<file path="src/rtl/gpu_display_pkg.sv">
// Shared display timing defaults and the scan position type used by the
// scan-out block and its timing generator.
package gpu_display_pkg;

  localparam int CNT_W = 12;

  localparam int DEF_H_ACTIVE     = 16;
  localparam int DEF_H_TOTAL      = 20;
  localparam int DEF_V_ACTIVE     = 16;
  localparam int DEF_V_TOTAL      = 18;
  localparam int DEF_H_SYNC_START = 17;
  localparam int DEF_H_SYNC_END   = 19;
  localparam int DEF_V_SYNC_START = 16;
  localparam int DEF_V_SYNC_END   = 17;

  typedef logic [CNT_W-1:0] cnt_t;

  typedef struct packed {
    cnt_t h;
    cnt_t v;
  } scan_pos_t;

  // Half-open window test: lo <= c < hi.
  function automatic logic in_window(cnt_t c, cnt_t lo, cnt_t hi);
    return (c >= lo) && (c < hi);
  endfunction

endpackage

</file>
<file path="src/rtl/framebuffer_scanout_if.sv">
// Front-buffer read port plus the buffer-flip handshake with the rasterizer.
interface framebuffer_scanout_if #(
  parameter int ADDR_SIZE = 8,
  parameter int DATA_SIZE = 1
);
  logic [ADDR_SIZE-1:0] read_addr;
  logic [DATA_SIZE-1:0] read_data;
  logic                 frame_ready;
  logic                 flip;
  logic                 flip_pending;

  modport master (
    output read_addr, flip, flip_pending,
    input  read_data, frame_ready
  );

  modport slave (
    input  read_addr, flip, flip_pending,
    output read_data, frame_ready
  );
endinterface

</file>
<file path="src/rtl/scan_timing_gen.sv">
// Raster h/v counters with active-area, sync-window and flip-point decode.
module scan_timing_gen
  import gpu_display_pkg::*;
#(
  parameter int H_ACTIVE     = DEF_H_ACTIVE,
  parameter int H_TOTAL      = DEF_H_TOTAL,
  parameter int V_ACTIVE     = DEF_V_ACTIVE,
  parameter int V_TOTAL      = DEF_V_TOTAL,
  parameter int H_SYNC_START = DEF_H_SYNC_START,
  parameter int H_SYNC_END   = DEF_H_SYNC_END,
  parameter int V_SYNC_START = DEF_V_SYNC_START,
  parameter int V_SYNC_END   = DEF_V_SYNC_END
) (
  input  logic clk,
  input  logic rst,
  input  logic scan_en,
  output logic active,
  output logic hsync_dec,
  output logic vsync_dec,
  output logic flip_point,
  output logic frame_wrap
);

  localparam cnt_t H_LAST = cnt_t'(H_TOTAL - 1);
  localparam cnt_t V_LAST = cnt_t'(V_TOTAL - 1);

  scan_pos_t pos;
  logic      h_wrap;

  assign h_wrap     = (pos.h == H_LAST);
  assign frame_wrap = h_wrap && (pos.v == V_LAST);

  always_ff @(posedge clk or posedge rst) begin
    if (rst) begin
      pos <= '0;
    end else if (!scan_en) begin
      pos <= '0;
    end else begin
      pos.h <= h_wrap ? '0 : pos.h + 1'b1;
      if (h_wrap) pos.v <= (pos.v == V_LAST) ? '0 : pos.v + 1'b1;
    end
  end

  assign active     = (pos.h < cnt_t'(H_ACTIVE)) && (pos.v < cnt_t'(V_ACTIVE));
  assign hsync_dec  = in_window(pos.h, cnt_t'(H_SYNC_START), cnt_t'(H_SYNC_END));
  assign vsync_dec  = in_window(pos.v, cnt_t'(V_SYNC_START), cnt_t'(V_SYNC_END));
  // First blanking line, column 0: the only place a buffer swap may land.
  assign flip_point = scan_en && (pos.h == '0) && (pos.v == cnt_t'(V_ACTIVE));

endmodule

</file>
<file path="src/rtl/framebuffer_scanout.sv">
// Double-buffered framebuffer scan-out: walks the front buffer in raster
// order, emits pixels with syncs, and swaps buffers only in vertical blank.
module framebuffer_scanout
  import gpu_display_pkg::*;
#(
  parameter int ADDR_SIZE    = 8,
  parameter int DATA_SIZE    = 1,
  parameter int H_ACTIVE     = DEF_H_ACTIVE,
  parameter int H_TOTAL      = DEF_H_TOTAL,
  parameter int V_ACTIVE     = DEF_V_ACTIVE,
  parameter int V_TOTAL      = DEF_V_TOTAL,
  parameter int H_SYNC_START = DEF_H_SYNC_START,
  parameter int H_SYNC_END   = DEF_H_SYNC_END,
  parameter int V_SYNC_START = DEF_V_SYNC_START,
  parameter int V_SYNC_END   = DEF_V_SYNC_END
) (
  input  logic                 clk,
  input  logic                 rst,
  input  logic                 scan_en,
  framebuffer_scanout_if.master fb,
  output logic [DATA_SIZE-1:0] pixel_out,
  output logic                 pixel_valid,
  output logic                 hsync,
  output logic                 vsync,
  output logic [7:0]           dropped_frames
);

  if (64'(H_ACTIVE) * 64'(V_ACTIVE) > (64'd1 << ADDR_SIZE)) begin : g_bad_size
    $error("framebuffer_scanout: H_ACTIVE*V_ACTIVE exceeds address space");
  end

  logic                 active, hsync_dec, vsync_dec, flip_point, frame_wrap;
  logic                 flip_now;
  logic                 pending_q;
  logic [ADDR_SIZE-1:0] addr_q;

  scan_timing_gen #(
    .H_ACTIVE     (H_ACTIVE),
    .H_TOTAL      (H_TOTAL),
    .V_ACTIVE     (V_ACTIVE),
    .V_TOTAL      (V_TOTAL),
    .H_SYNC_START (H_SYNC_START),
    .H_SYNC_END   (H_SYNC_END),
    .V_SYNC_START (V_SYNC_START),
    .V_SYNC_END   (V_SYNC_END)
  ) u_timing (
    .clk        (clk),
    .rst        (rst),
    .scan_en    (scan_en),
    .active     (active),
    .hsync_dec  (hsync_dec),
    .vsync_dec  (vsync_dec),
    .flip_point (flip_point),
    .frame_wrap (frame_wrap)
  );

  // A request arriving exactly on the flip point is honoured that same cycle.
  assign flip_now        = flip_point && (pending_q || fb.frame_ready);
  assign fb.flip         = flip_now;
  assign fb.flip_pending = pending_q;
  assign fb.read_addr    = addr_q;

  // Incrementing address: it parks on the next line's base during hblank.
  always_ff @(posedge clk or posedge rst) begin
    if (rst)                      addr_q <= '0;
    else if (!scan_en || frame_wrap) addr_q <= '0;
    else if (active)              addr_q <= addr_q + 1'b1;
  end

  always_ff @(posedge clk or posedge rst) begin
    if (rst) begin
      pending_q      <= 1'b0;
      dropped_frames <= '0;
    end else if (flip_now) begin
      // A same-cycle request behind an outstanding one queues for next frame.
      pending_q <= fb.frame_ready && pending_q;
    end else if (fb.frame_ready) begin
      if (!pending_q)                   pending_q      <= 1'b1;
      else if (dropped_frames != 8'hFF) dropped_frames <= dropped_frames + 1'b1;
    end
  end

  // One register stage matches the SRAM read latency.
  always_ff @(posedge clk or posedge rst) begin
    if (rst) begin
      pixel_valid <= 1'b0;
      hsync       <= 1'b0;
      vsync       <= 1'b0;
    end else begin
      pixel_valid <= scan_en && active;
      hsync       <= scan_en && hsync_dec;
      vsync       <= scan_en && vsync_dec;
    end
  end

  assign pixel_out = pixel_valid ? fb.read_data : '0;

endmodule

</file>
<file path="src/flat_wrapper.sv">
// flat-port wrapper written by rule: the top's interface ports become plain ports
module framebuffer_scanout_flat import gpu_display_pkg::*;
#(
  parameter int ADDR_SIZE    = 8,
  parameter int DATA_SIZE    = 1,
  parameter int H_ACTIVE     = DEF_H_ACTIVE,
  parameter int H_TOTAL      = DEF_H_TOTAL,
  parameter int V_ACTIVE     = DEF_V_ACTIVE,
  parameter int V_TOTAL      = DEF_V_TOTAL,
  parameter int H_SYNC_START = DEF_H_SYNC_START,
  parameter int H_SYNC_END   = DEF_H_SYNC_END,
  parameter int V_SYNC_START = DEF_V_SYNC_START,
  parameter int V_SYNC_END   = DEF_V_SYNC_END
)
  (clk, rst, scan_en, pixel_out, pixel_valid, hsync, vsync, dropped_frames, fb_read_addr, fb_flip, fb_flip_pending, fb_read_data, fb_frame_ready);
  framebuffer_scanout_if #(.ADDR_SIZE(ADDR_SIZE), .DATA_SIZE(DATA_SIZE)) fb_i ();
  input  logic clk;
  input  logic rst;
  input  logic scan_en;
  output logic [DATA_SIZE-1:0] pixel_out;
  output logic pixel_valid;
  output logic hsync;
  output logic vsync;
  output logic [7:0] dropped_frames;
  output wire logic [$bits(fb_i.read_addr)-1:0] fb_read_addr;
  output wire logic [$bits(fb_i.flip)-1:0] fb_flip;
  output wire logic [$bits(fb_i.flip_pending)-1:0] fb_flip_pending;
  input wire logic [$bits(fb_i.read_data)-1:0] fb_read_data;
  input wire logic [$bits(fb_i.frame_ready)-1:0] fb_frame_ready;
  assign fb_read_addr = fb_i.read_addr;
  assign fb_flip = fb_i.flip;
  assign fb_flip_pending = fb_i.flip_pending;
  assign fb_i.read_data = fb_read_data;
  assign fb_i.frame_ready = fb_frame_ready;
  framebuffer_scanout #(.ADDR_SIZE(ADDR_SIZE), .DATA_SIZE(DATA_SIZE), .H_ACTIVE(H_ACTIVE), .H_TOTAL(H_TOTAL), .V_ACTIVE(V_ACTIVE), .V_TOTAL(V_TOTAL), .H_SYNC_START(H_SYNC_START), .H_SYNC_END(H_SYNC_END), .V_SYNC_START(V_SYNC_START), .V_SYNC_END(V_SYNC_END)) u_core (.clk(clk), .rst(rst), .scan_en(scan_en), .fb(fb_i), .pixel_out(pixel_out), .pixel_valid(pixel_valid), .hsync(hsync), .vsync(vsync), .dropped_frames(dropped_frames));
endmodule
</file>
<file path="config.mk">
export PLATFORM = sky130hd
export DESIGN_NAME = framebuffer_scanout_flat
export DESIGN_NICKNAME = d
export VERILOG_FILES = /design/src/rtl/gpu_display_pkg.sv /design/src/rtl/framebuffer_scanout_if.sv /design/src/rtl/scan_timing_gen.sv /design/src/rtl/framebuffer_scanout.sv /design/src/flat_wrapper.sv
export SDC_FILE = /design/constraint.sdc
export NUM_CORES = 1
export LEC_CHECK = 0
export ABC_CLOCK_PERIOD_IN_PS = 6600
export CORE_ASPECT_RATIO = 1.4
export CORE_MARGIN = 3
export CORE_UTILIZATION = 50
export CTS_CLUSTER_DIAMETER = 30
export CTS_CLUSTER_SIZE = 28
export DETAILED_ROUTE_END_ITERATION = 16
export GPL_ROUTABILITY_DRIVEN = 0
export PLACE_DENSITY = 0.72
export SKIP_CTS_REPAIR_TIMING = 1
export SLEW_MARGIN = 10
export SYNTH_ARGS = -nofsm -noshare
export SYNTH_HDL_FRONTEND = slang
export SYNTH_HIERARCHICAL = 1
export SYNTH_SLANG_ARGS = --single-unit
</file>
<file path="constraint.sdc">
create_clock -name clk -period 6.6 [get_ports clk]
set_input_delay 1.65 -clock clk [delete_from_list [all_inputs] [get_ports clk]]
set_output_delay 1.65 -clock clk [all_outputs]
set_load 0.05 [all_outputs]
</file>
# Yosys cells after proc, flatten, opt, wreduce, memory -nomap -nowiden
# Cells that the tools add are included.
[totals] register_bits=44 input_bits=5 out_inout_bits=22 word_cells=51
[op_classes] addsub=4 order_cmp=6 eq_ne=5 n_mux=9 n_bitwise=1 n_reduce_logical=18
[ops] operator="less-than comparator 12 x 5 -> 1 bit (second input constant)" n=4
[ops] operator="== test 12 x 5 -> 1 bit (second input constant)" n=3
[ops] operator="two-way mux 12 bit" n=3
[ops] operator="adder 12 x 1 -> 12 bit (second input constant)" n=2
[ops] operator=">= comparator 12 x 5 -> 1 bit (second input constant)" n=2
[ops] operator="two-way mux 24 bit" n=1
[ops] operator="adder 8 x 1 -> 8 bit (second input constant)" n=2
[ops] operator="two-way mux 8 bit" n=2
[ops] operator="zero test 12 bit" n=1
[ops] operator="logical AND 1 bit" n=11
[ops] operator="!= test 8 bit (second input constant)" n=1
[ops] operator="AND reduction 4 bit" n=1
[ops] operator="nonzero test 2 bit" n=2
[ops] operator="two-way mux 1 bit" n=3
[ops] operator="logical OR 1 bit" n=2
[ops] operator="!= test 2 x 1 -> 1 bit (second input constant)" n=1
[ops] operator="zero test 1 bit" n=1
[ops] operator="inverter 1 bit" n=1

# Depth between registers and ports, before layout
# Gate-level depths: netlist (run 1).
[logic_depth] ltp_word=6 mapped_depth=8 depth_no_buf=7

# Hierarchy
# Netlist (run 1), hierarchy kept.
[by_module_without_submodules] mod="scan_timing_gen" instances=1 cells_per_inst=161 area_each_um2=1485.2 seq_area_each_um2=600.6
[by_module_without_submodules] mod="framebuffer_scanout" instances=1 cells_per_inst=86 area_each_um2=969.7 seq_area_each_um2=500.5

# Worst setup path before layout (run 1)
# No wires, ideal clock.
[synth_path] path_kind="input -> output" start="input port scan_en" end="output port fb_flip" arrival_ns=2.976 required_time_ns=4.950 setup_slack_ns=1.974 stages=5 path_buffers=1 cell_sequence="inv_1 > clkbuf_1 > nor4bb_1 > inv_1 > nor2_1"
[synth_between] elab_chain_len=3
[synth_rtl] element="from (decl)" line="flat_wrapper.sv:19" source="input logic scan_en;"
[synth_rtl] element="logical AND 1 bit (2 in series)" line="scan_timing_gen.sv:48" source="assign flip_point = scan_en && (pos.h == '0) && (pos.v == cnt_t'(V_ACTIVE));"
[synth_rtl] element="via u_core.flip_point" line="framebuffer_scanout.sv:32" source="logic active, hsync_dec, vsync_dec, flip_point, frame_wrap;"
[synth_rtl] element="logical AND 1 bit" line="framebuffer_scanout.sv:58" source="assign flip_now = flip_point && (pending_q || fb.frame_ready);"
[synth_rtl] element="to (decl)" line="flat_wrapper.sv:26" source="output wire logic [$bits(fb_i.flip)-1:0] fb_flip;"
# The timed path passes the listed nets, and every way through them passes these cells.

# Worst setup path after layout (run 1)
# Same ends and word-level chain as after synthesis.

==> results of run 1 <==
==> path summary, 6_finish.rpt <==
kind | slack (ns) | to | from
setup / recovery | 1.09 | fb_flip | scan_en
hold / removal | 0.55 | u_core/dropped_frames[0] | u_core/dropped_frames[0]
setup reg to reg | 4.19 | u_core/dropped_frames[1] | u_core/u_timing/pos[6]
max in group asynchronous | 4.16 | u_core/u_timing/pos[21] | rst
min in group asynchronous | 1.81 | u_core/fb.read_addr[4] | rst
hold reg to reg | 0.55 | u_core/dropped_frames[0] | u_core/dropped_frames[0]
==> where the power goes <==
| group | total, W | switching [W] | internal [W] | leakage, nW |
|---|---|---|---|---|
| clock | 0.000215 | 0.0000912 | 0.000124 | 0.0614 |
| sequential | 0.000327 | 0.0000338 | 0.000293 | 0.590 |
| combinational | 0.000191 | 0.000121 | 0.0000699 | 0.534 |
| total | 0.000732 | 0.000246 | 0.000486 | 1.19 |
==> worst register-to-register path: cells and delay by family (launching register included) <==
kind               cells  cell delay (ns)
muxes                  1             0.34
AOI/OAI and AO/OA      1             0.11
and+or+nand+nor        4             1.40
DFF                    1             0.44
==> kinds of logic (layout without fill, tap and decap cells) <==
kind of cell | Yosys count | count (layout) | share of synthesized area (%)
simple gates | 121 | 121 | 30.07
mux | 5 | 5 | 2.395
flops | 44 | 44 | 44.85
fa+ha+maj | 10 | 10 | 4.995
compound gates | 34 | 34 | 8.613
xor+xnor | 17 | 17 | 6.065
buf+inv | 16 | 45 | 3.007
==> per-stage QoR <==
stage               total power (W)  setup slack, ns  util, %  area [um2]
floorplan                 0.0004575            1.974        -        2455
global placement          0.0005180            1.163    59.59        2768
detailed placement        0.0005260            1.079    59.59        2768
CTS                       0.0007431            1.077    62.20        2889
global route              0.0007695           0.9096    62.20        2889
finish                    0.0007321            1.089    62.20        2889
==> flip-flops by register name, summed over array words and instances, names as in the netlist <==
name	flops
u_core/fb.flip_pending	1
u_core/vsync	1
u_core/dropped_frames	8
u_core/pixel_valid	1
u_core/fb.read_addr	8
u_core/u_timing/pos	24
u_core/hsync	1
==> cell usage in the layout (no fill, tap or decap), types with 9 or more instances in the layout <==
cell type	count
nor2_1	21
nand2_1	22
inv_1	9
clkdlybuf4s50_1	26
o22ai_1	9
ha_1	9
or3_1	9
xnor2_1	10
nand3_1	13
nand4_1	11
dfrtp_1	44
a21oi_1	13
==> per-layer routing <==
metal | vias up | global-route usage, % | wire, um
met3 | 5 | 3.774 | 161
li1 | 949 | - | -
met5 | - | 0 | 0
met4 | 0 | 5.849 | 63
met2 | 31 | 35.94 | 2594
met1 | 899 | 19.58 | 2057
==> area by class of cell <==
cell class              instances  area, um2  area share (%)
clock buffers                   6      82.58           2.858
repair buffers                 28      275.3           9.528
well taps                      62      77.57           2.685
multi-input cells             187       1280           44.30
clock inverters                 2      38.79           1.343
inverters                       9      33.78           1.169
flip-flops and latches         44       1101           38.11
==> flow_summary.ini, run 1 <==
[routing]
firstDrtPassIters = 4
drc = 0
wl_per_cell_um = 14.43
finalWirelength_um = 4877
drt_iter0_drc = 80
vias = 1884
antenna_left = 0
viasPerCell = 5.574

[setup_path]
crit_chain = clkdlybuf4s50_1 -> inv_1 -> nor4bb_1 -> inv_1 -> nor2_1 -> clkdlybuf4s50_1
endpoint_kind = output port
critPathKind = input port to output port
start_kind = input port
rr_worst_depth = 6
critPathMaxFanout = 12
critical_path_depth = 6
path_buf_inv = 4
worstPathArrival_ns = 3.86
critPathTopFamily = buffers and inverters
cp.required_ns = 4.95
crit_path_max_incr_delay_ns = 0.81
cp_slowest_cell = clkdlybuf4s50_1

[grt]
antenna_found_initial = 0
grt_max_degree = 25
grt_first_pass_wirelength_um = 8349
first_global_vias = 1931
overflow = 0
track_usage_pct = 18.44

[floorplan]
pin_count = 27
rows = 29
dieHeight_um = 88.91
core_region_area_um2 = 4644
die_area_um2 = 5798
initial_core_util_pct = 52.86
fp.dieW_um = 65.22

[logic_synthesis]
ys_ff_latch = 44
synth_top_cell_by_area = dfrtp_1
ys_types = 47
yosys.cell_count.top_type = dfrtp_1
seq_area_frac_synth_pct = 44.85
syn_nets = 261
synth_edf_count = 0
yosys_warnings = 6
syn_area_um2 = 2455
ys_top_cells_by_area = dfrtp_1 (45%), ha_1 (4.6%), xnor2_1 (3.6%)
syn_inst = 247
yosys-top-cells-count = dfrtp_1 (44), nand2_1 (22), nor2_1 (21)
ys_async_sr_fraction_pct = 100.0
syn_area_per_cell_um2 = 9.939
ys.flop_type = dfrtp_1
yosysTopAreaCellShare_pct = 44.85

[clock_tree]
h-tree-depth = 2
worst_skew_pair.late_latency_ns = 0.29
clock-sinks = 44
clk_path_buf_depth = 2
cts_tree = done
clk_pin_slew_ns = 0.08
cts_buffers = 5
clk_root_buffer_cell = clkbuf_8

[worst_hold_path]
whs_path_depth = 1
hp-class = flip-flop to flip-flop

[timing]
slew_violations = 0
tightest_slew_ns = 0.9147
fin_crit_sh_pct = 83.49
report.final.setup_viol = 0
timing.setup.tns_ns = 0
post-route-min-period_ns = 5.511
skew_ns = 0.008911
hold_ws_ns = 0.5483
fmax_ghz = 0.1815
finalHoldViolCount = 0
rsz0062_at_grt = false
max_slew_margin_pct = 38.95

[run]
cap_violations = 0

[placement]
dpl.hpwl_um = 3586
dp.cells = 330
numPortBuffers = 26

[finish]
nFillCells = 413
fin_cells = 338
diodes = 0
drive_gt1_share_pct = 7.609
synthToLayoutAreaGrowth_pct = 17.69
nNetsFinal = 289

[status]
status = finished, final reports clean

[power_and_ir_drop]
leakagePower_nw = 1.186
ir_drop_mv = 0.1425
powerDensity_nw_per_um2 = 253.4
Note: power is estimated with default switching activity, not from simulation.
==> run 2: changes to the inputs <==
--- a/config.mk
+++ b/config.mk
@@ -5,7 +5,7 @@
 export SDC_FILE = /design/constraint.sdc
 export NUM_CORES = 1
 export LEC_CHECK = 0
-export ABC_CLOCK_PERIOD_IN_PS = 6600
+export ABC_CLOCK_PERIOD_IN_PS = 4500
 export CORE_ASPECT_RATIO = 1.4
 export CORE_MARGIN = 3
 export CORE_UTILIZATION = 50
@@ -13,7 +13,7 @@
 export CTS_CLUSTER_SIZE = 28
 export DETAILED_ROUTE_END_ITERATION = 16
 export GPL_ROUTABILITY_DRIVEN = 0
-export PLACE_DENSITY = 0.72
+export PLACE_DENSITY = 0.75
 export SKIP_CTS_REPAIR_TIMING = 1
 export SLEW_MARGIN = 10
 export SYNTH_ARGS = -nofsm -noshare
==> constraint.sdc (replaced) <==
create_clock -name clk -period 4.5 [get_ports clk]
set_input_delay 1.125 -clock clk [delete_from_list [all_inputs] [get_ports clk]]
set_output_delay 1.125 -clock clk [all_outputs]
set_load 0.05 [all_outputs]
==> run 2 against run 1 <==
  * Global-route usage rose by 0.070 points
  * Hold slack gained 0.0035 ns
  * Final area down 0.13%
  * First-iteration DRC count grew 40%
  * Count of clock-buffer cells in the layout unchanged
  * Sequential share of layout area about the same
  * Non-clock buffer count stayed put
  * Wire length rose by 0.53%
  * Sequential power up 46%
  * Worst setup slack worse by 0.43 ns
  * Clock skew down 0.0046 ns
  * Critical path type unchanged
  * Highest routed layer unchanged
==> flow_summary.ini, run 2 (same netlist as run 1, synthesis figures left out) <==
[placement]
place_area_um2 = 2778
dpl.hpwl_um = 3460
numPortBuffers = 26

[power_and_ir_drop]
leakagePower_nw = 1.185
ir_drop_mv = 0.2155
fin_total_pwr_w = 0.001055
powerDensity_nw_per_um2 = 365.7

[setup_path]
critPathCapture = fb_flip
rr_startpoint = u_core/u_timing/pos[6]
rr_worst_depth = 6
endpoint_kind = output port
worstPathArrival_ns = 2.72
cp.required_ns = 3.38
crit_path_max_incr_delay_ns = 0.47
critical_path_depth = 6
critPathMaxFanout = 12
path_buf_inv = 4
critPathTopFamily = buffers and inverters
crit_path_start = scan_en
start_kind = input port
rrSetupSlack_ns = 2.06
cp_common_cell = inv_1
cp_slowest_cell = clkdlybuf4s50_1
r2r_end = u_core/dropped_frames[7]
crit_chain = clkdlybuf4s50_1 -> inv_1 -> nor4bb_1 -> inv_1 -> nor2_1 -> buf_12
critPathKind = input port to output port

[grt]
grt_max_degree = 25
antenna_found_initial = 0
overflow = 0
track_usage_pct = 18.51
grt_first_pass_wirelength_um = 8507
first_global_vias = 1863

[timing]
skew_ns = 0.004306
timing.setup.tns_ns = 0
post-route-min-period_ns = 3.845
fin_crit_sh_pct = 85.44
max_slew_margin_pct = 39.81
slew_violations = 0
report.final.setup_viol = 0
hold_ws_ns = 0.5518
tightest_slew_ns = 0.9019
finalHoldViolCount = 0
fmax_ghz = 0.2601
rsz0062_at_grt = false

[status]
status = finished, final reports clean

[clock_tree]
clk_path_buf_depth = 2
clock-sinks = 44
clk_pin_slew_ns = 0.08
cts_tree = done
h-tree-depth = 2
cts_buffers = 5
clk_root_buffer_cell = clkbuf_8
worst_skew_pair.late_latency_ns = 0.30

[routing]
firstDrtPassIters = 4
drt_iter0_drc = 112
viasPerCell = 5.707
wl_per_cell_um = 14.51
antenna_left = 0
drc = 0
vias = 1929
finalWirelength_um = 4903

[floorplan]
dieHeight_um = 88.91
die_area_um2 = 5798
core_region_area_um2 = 4644
pin_count = 27
fp.dieW_um = 65.22
initial_core_util_pct = 52.86
rows = 29

[finish]
final_cell_mix = dfrtp_1 (44), clkdlybuf4s50_1 (25), nand2_1 (22)
diodes = 0
stdcell_area_um2 = 2885
fin_util_pct = 62.12
largest_reg_flops = 24
top_register = u_core/u_timing/pos
drive_gt1_share_pct = 7.609
final_common_cell = dfrtp_1
nFillCells = 407
nNetsFinal = 289
synthToLayoutAreaGrowth_pct = 17.53

[worst_hold_path]
hp-class = flip-flop to flip-flop

[run]
cap_violations = 0
==> run 2: cell types whose count changed in the layout (fill, tap and decap cells not counted), sizes merged <==
cell / previous run / this run
buf: 2 / 3
clkdlybuf4s50: 26 / 25
==> run 2: how the worst min path moves through the flow <==
stage / from / end / cells after the start
after floorplan: u_core/u_timing/pos[12] / u_core/u_timing/pos[12] / 1
final: u_core/dropped_frames[5] / u_core/dropped_frames[5] / 1
after detailed placement: u_core/dropped_frames[0] / u_core/dropped_frames[0] / 1
after global routing: u_core/dropped_frames[5] / u_core/dropped_frames[5] / 1
after global placement: u_core/fb.read_addr[7] / u_core/fb.read_addr[7] / 2
after CTS: u_core/dropped_frames[5] / u_core/dropped_frames[5] / 1
==> run 2: cell type report <==
| cell class | instances | area (um2) | area share, % |
|---|---|---|---|
| inverter | 9 | 33.78 | 1.171 |
| multi-input combinational | 187 | 1280 | 44.36 |
| sequential | 44 | 1101 | 38.16 |
| timing repair buffer | 28 | 285.3 | 9.887 |
| clock buffer | 6 | 72.57 | 2.515 |
| tap | 62 | 77.57 | 2.689 |
| clock inverter | 2 | 35.03 | 1.214 |
==> run 2: worst register-to-register path, cell delays in order, from the launching register on <==
cell and delay (ns):
dfrtp_1 0.45, nor3_1 0.39, and4_1 0.27, nor4bb_1 0.42
and3b_1 0.32, nand3_1 0.15, mux2_1 0.34
==> run 2: report_power, final <==
part | switching [W] | leakage, nW | internal (W)
logic | 0.000174 | 0.539 | 0.000103
clock network | 0.000135 | 0.0552 | 0.000165
registers | 0.0000494 | 0.590 | 0.000429
total | 0.000358 | 1.18 | 0.000697
==> run 2: per-stage QoR <==
stage                     setup WS, ns  instances
after global routing            0.5323        338
after detailed placement        0.6684        330
after global placement          0.6854        330
after CTS                       0.6646        338
after floorplan                 0.9237        247
final                           0.6550        338
==> run 2: routing by layer <==
metal / GRT usage (%) / wire length, um / share of wire (%) / vias to the layer above
met2: 33.64 / 2567 / 52 / 50
li1: - / - / - / 949
met5: 0 / 0 / 0 / -
met1: 20.76 / 2024 / 41 / 920
met3: 4.151 / 228 / 4.7 / 10
met4: 7.736 / 82 / 1.7 / 0
==> run 3: changes to the inputs <==
--- a/config.mk
+++ b/config.mk
@@ -5,7 +5,8 @@
 export SDC_FILE = /design/constraint.sdc
 export NUM_CORES = 1
 export LEC_CHECK = 0
-export ABC_CLOCK_PERIOD_IN_PS = 4500
+export ABC_AREA = 0
+export ABC_CLOCK_PERIOD_IN_PS = 4000
 export CORE_ASPECT_RATIO = 1.4
 export CORE_MARGIN = 3
 export CORE_UTILIZATION = 50
@@ -13,7 +14,7 @@
 export CTS_CLUSTER_SIZE = 28
 export DETAILED_ROUTE_END_ITERATION = 16
 export GPL_ROUTABILITY_DRIVEN = 0
-export PLACE_DENSITY = 0.75
+export PLACE_DENSITY = 0.72
 export SKIP_CTS_REPAIR_TIMING = 1
 export SLEW_MARGIN = 10
 export SYNTH_ARGS = -nofsm -noshare
==> constraint.sdc (replaced) <==
create_clock -name clk -period 4 [get_ports clk]
set_input_delay 1 -clock clk [delete_from_list [all_inputs] [get_ports clk]]
set_output_delay 1 -clock clk [all_outputs]
set_load 0.05 [all_outputs]
==> run 3 against run 2 <==
  * Power increased by 15%
  * Critical path depth unchanged
  * Final area increased by 0.48%
  * Largest cell class unchanged
  * Largest power group unchanged
==> flow_summary.ini, run 3 (same netlist as run 1, synthesis figures left out) <==
[floorplan]
initial_core_util_pct = 52.86
core_region_area_um2 = 4644
die_area_um2 = 5798
pin_count = 27
rows = 29
dieHeight_um = 88.91
fp.dieW_um = 65.22

[timing]
max_slew_margin_pct = 38.21
skew_ns = 0.004366
fmax_ghz = 0.2736
finalHoldViolCount = 0
tightest_slew_ns = 0.9258
slew_violations = 0
post-route-min-period_ns = 3.655
fin_crit_sh_pct = 91.37
report.final.setup_viol = 0
rsz0062_at_grt = false
timing.setup.tns_ns = 0

[clock_tree]
h-tree-depth = 2
clock-sinks = 44
cts_buffers = 5
cts_tree = done
clk_path_buf_depth = 2
clk_pin_slew_ns = 0.08
worst_skew_pair.late_latency_ns = 0.30
clk_root_buffer_cell = clkbuf_8

[finish]
nFillCells = 422
largest_reg_flops = 24
nNetsFinal = 289
fin_util_pct = 62.42
synthToLayoutAreaGrowth_pct = 18.09
final_cell_mix = dfrtp_1 (44), clkdlybuf4s50_1 (25), nand2_1 (22)
final_common_cell = dfrtp_1
top_register = u_core/u_timing/pos
drive_gt1_share_pct = 7.971
diodes = 0

[setup_path]
cp.required_ns = 3.00
critPathKind = input port to output port
critPathTopFamily = buffers and inverters
crit_path_max_incr_delay_ns = 0.50
start_kind = input port
cp_slowest_cell = nor4bb_1
endpoint_kind = output port
path_buf_inv = 4
cp_common_cell = inv_1
crit_chain = clkdlybuf4s50_1 -> inv_1 -> nor4bb_1 -> inv_1 -> nor2_1 -> buf_12
worstPathArrival_ns = 2.65
critPathMaxFanout = 12

[routing]
drt_iter0_drc = 102
antenna_left = 0
finalWirelength_um = 4990
wl_per_cell_um = 14.76
firstDrtPassIters = 4
vias = 1935
drc = 0
viasPerCell = 5.725

[grt]
first_global_vias = 1910
grt_first_pass_wirelength_um = 8528
overflow = 0
track_usage_pct = 18.82
grt_max_degree = 25
antenna_found_initial = 0

[placement]
numPortBuffers = 26
dpl.hpwl_um = 3570

[worst_hold_path]
hp-class = flip-flop to flip-flop

[run]
cap_violations = 0

[status]
status = finished, final reports clean

[power_and_ir_drop]
fin_total_pwr_w = 0.001212
ir_drop_mv = 0.2510
leakagePower_nw = 1.191
powerDensity_nw_per_um2 = 418.0
run 3: cell counts in the layout (fill, tap and decap cells not counted):
Identical to the previous run, type by type.
run 3: stage by stage:
| stage | hold slack [ns] | worst slack [ns] | instance area [um2] | std cells |
|---|---|---|---|---|
| floorplan | 0.4960 | 0.6737 | 2455 | 247 |
| global placement | 0.5265 | 0.4287 | 2778 | 330 |
| detailed placement | 0.5488 | 0.3451 | 2778 | 330 |
| CTS | 0.5617 | 0.3438 | 2899 | 338 |
| global route | 0.5853 | 0.2286 | 2899 | 338 |
| finish | 0.5567 | 0.3452 | 2899 | 338 |
run 3: cell type report:
type	count	area, um2	share of cell area, %
Multi-Input combinational cell	187	1280	44.15
Sequential cell	44	1101	37.98
Timing Repair Buffer	28	285.3	9.840
Clock buffer	6	82.58	2.849
Tap cell	62	77.57	2.676
Clock inverter	2	38.79	1.338
Inverter	9	33.78	1.165
run 3: final timing paths:
check / startpoint / slack (ns) / cells past startpoint / end
worst max-delay path: scan_en / 0.35 / 6 / fb_flip
worst min-delay path: u_core/dropped_frames[0] / 0.56 / 1 / u_core/dropped_frames[0]
worst max register to register: u_core/u_timing/pos[6] / 1.58 / 6 / u_core/dropped_frames[7]
worst min register to register: u_core/dropped_frames[0] / 0.56 / 1 / u_core/dropped_frames[0]
max in group asynchronous: rst / 2.20 / 2 / u_core/u_timing/pos[0]
min in group asynchronous: rst / 1.16 / 2 / u_core/fb.read_addr[2]
run 3: per-layer routing:
metal / share of wire, % / GRT usage (%) / vias up
li1: - / - / 952
met1: 41 / 20.24 / 941
met2: 54 / 36.31 / 37
met3: 3.4 / 3.396 / 5
met4: 1.5 / 6.792 / 0
met5: 0 / 0 / -
run 3: where the power goes:
part / total (W) / switching (W) / internal [W]
combinational: 0.000314 / 0.000199 / 0.000115
sequential: 0.000538 / 0.0000553 / 0.000483
clock: 0.000359 / 0.000155 / 0.000204
total: 0.00121 / 0.000409 / 0.000802
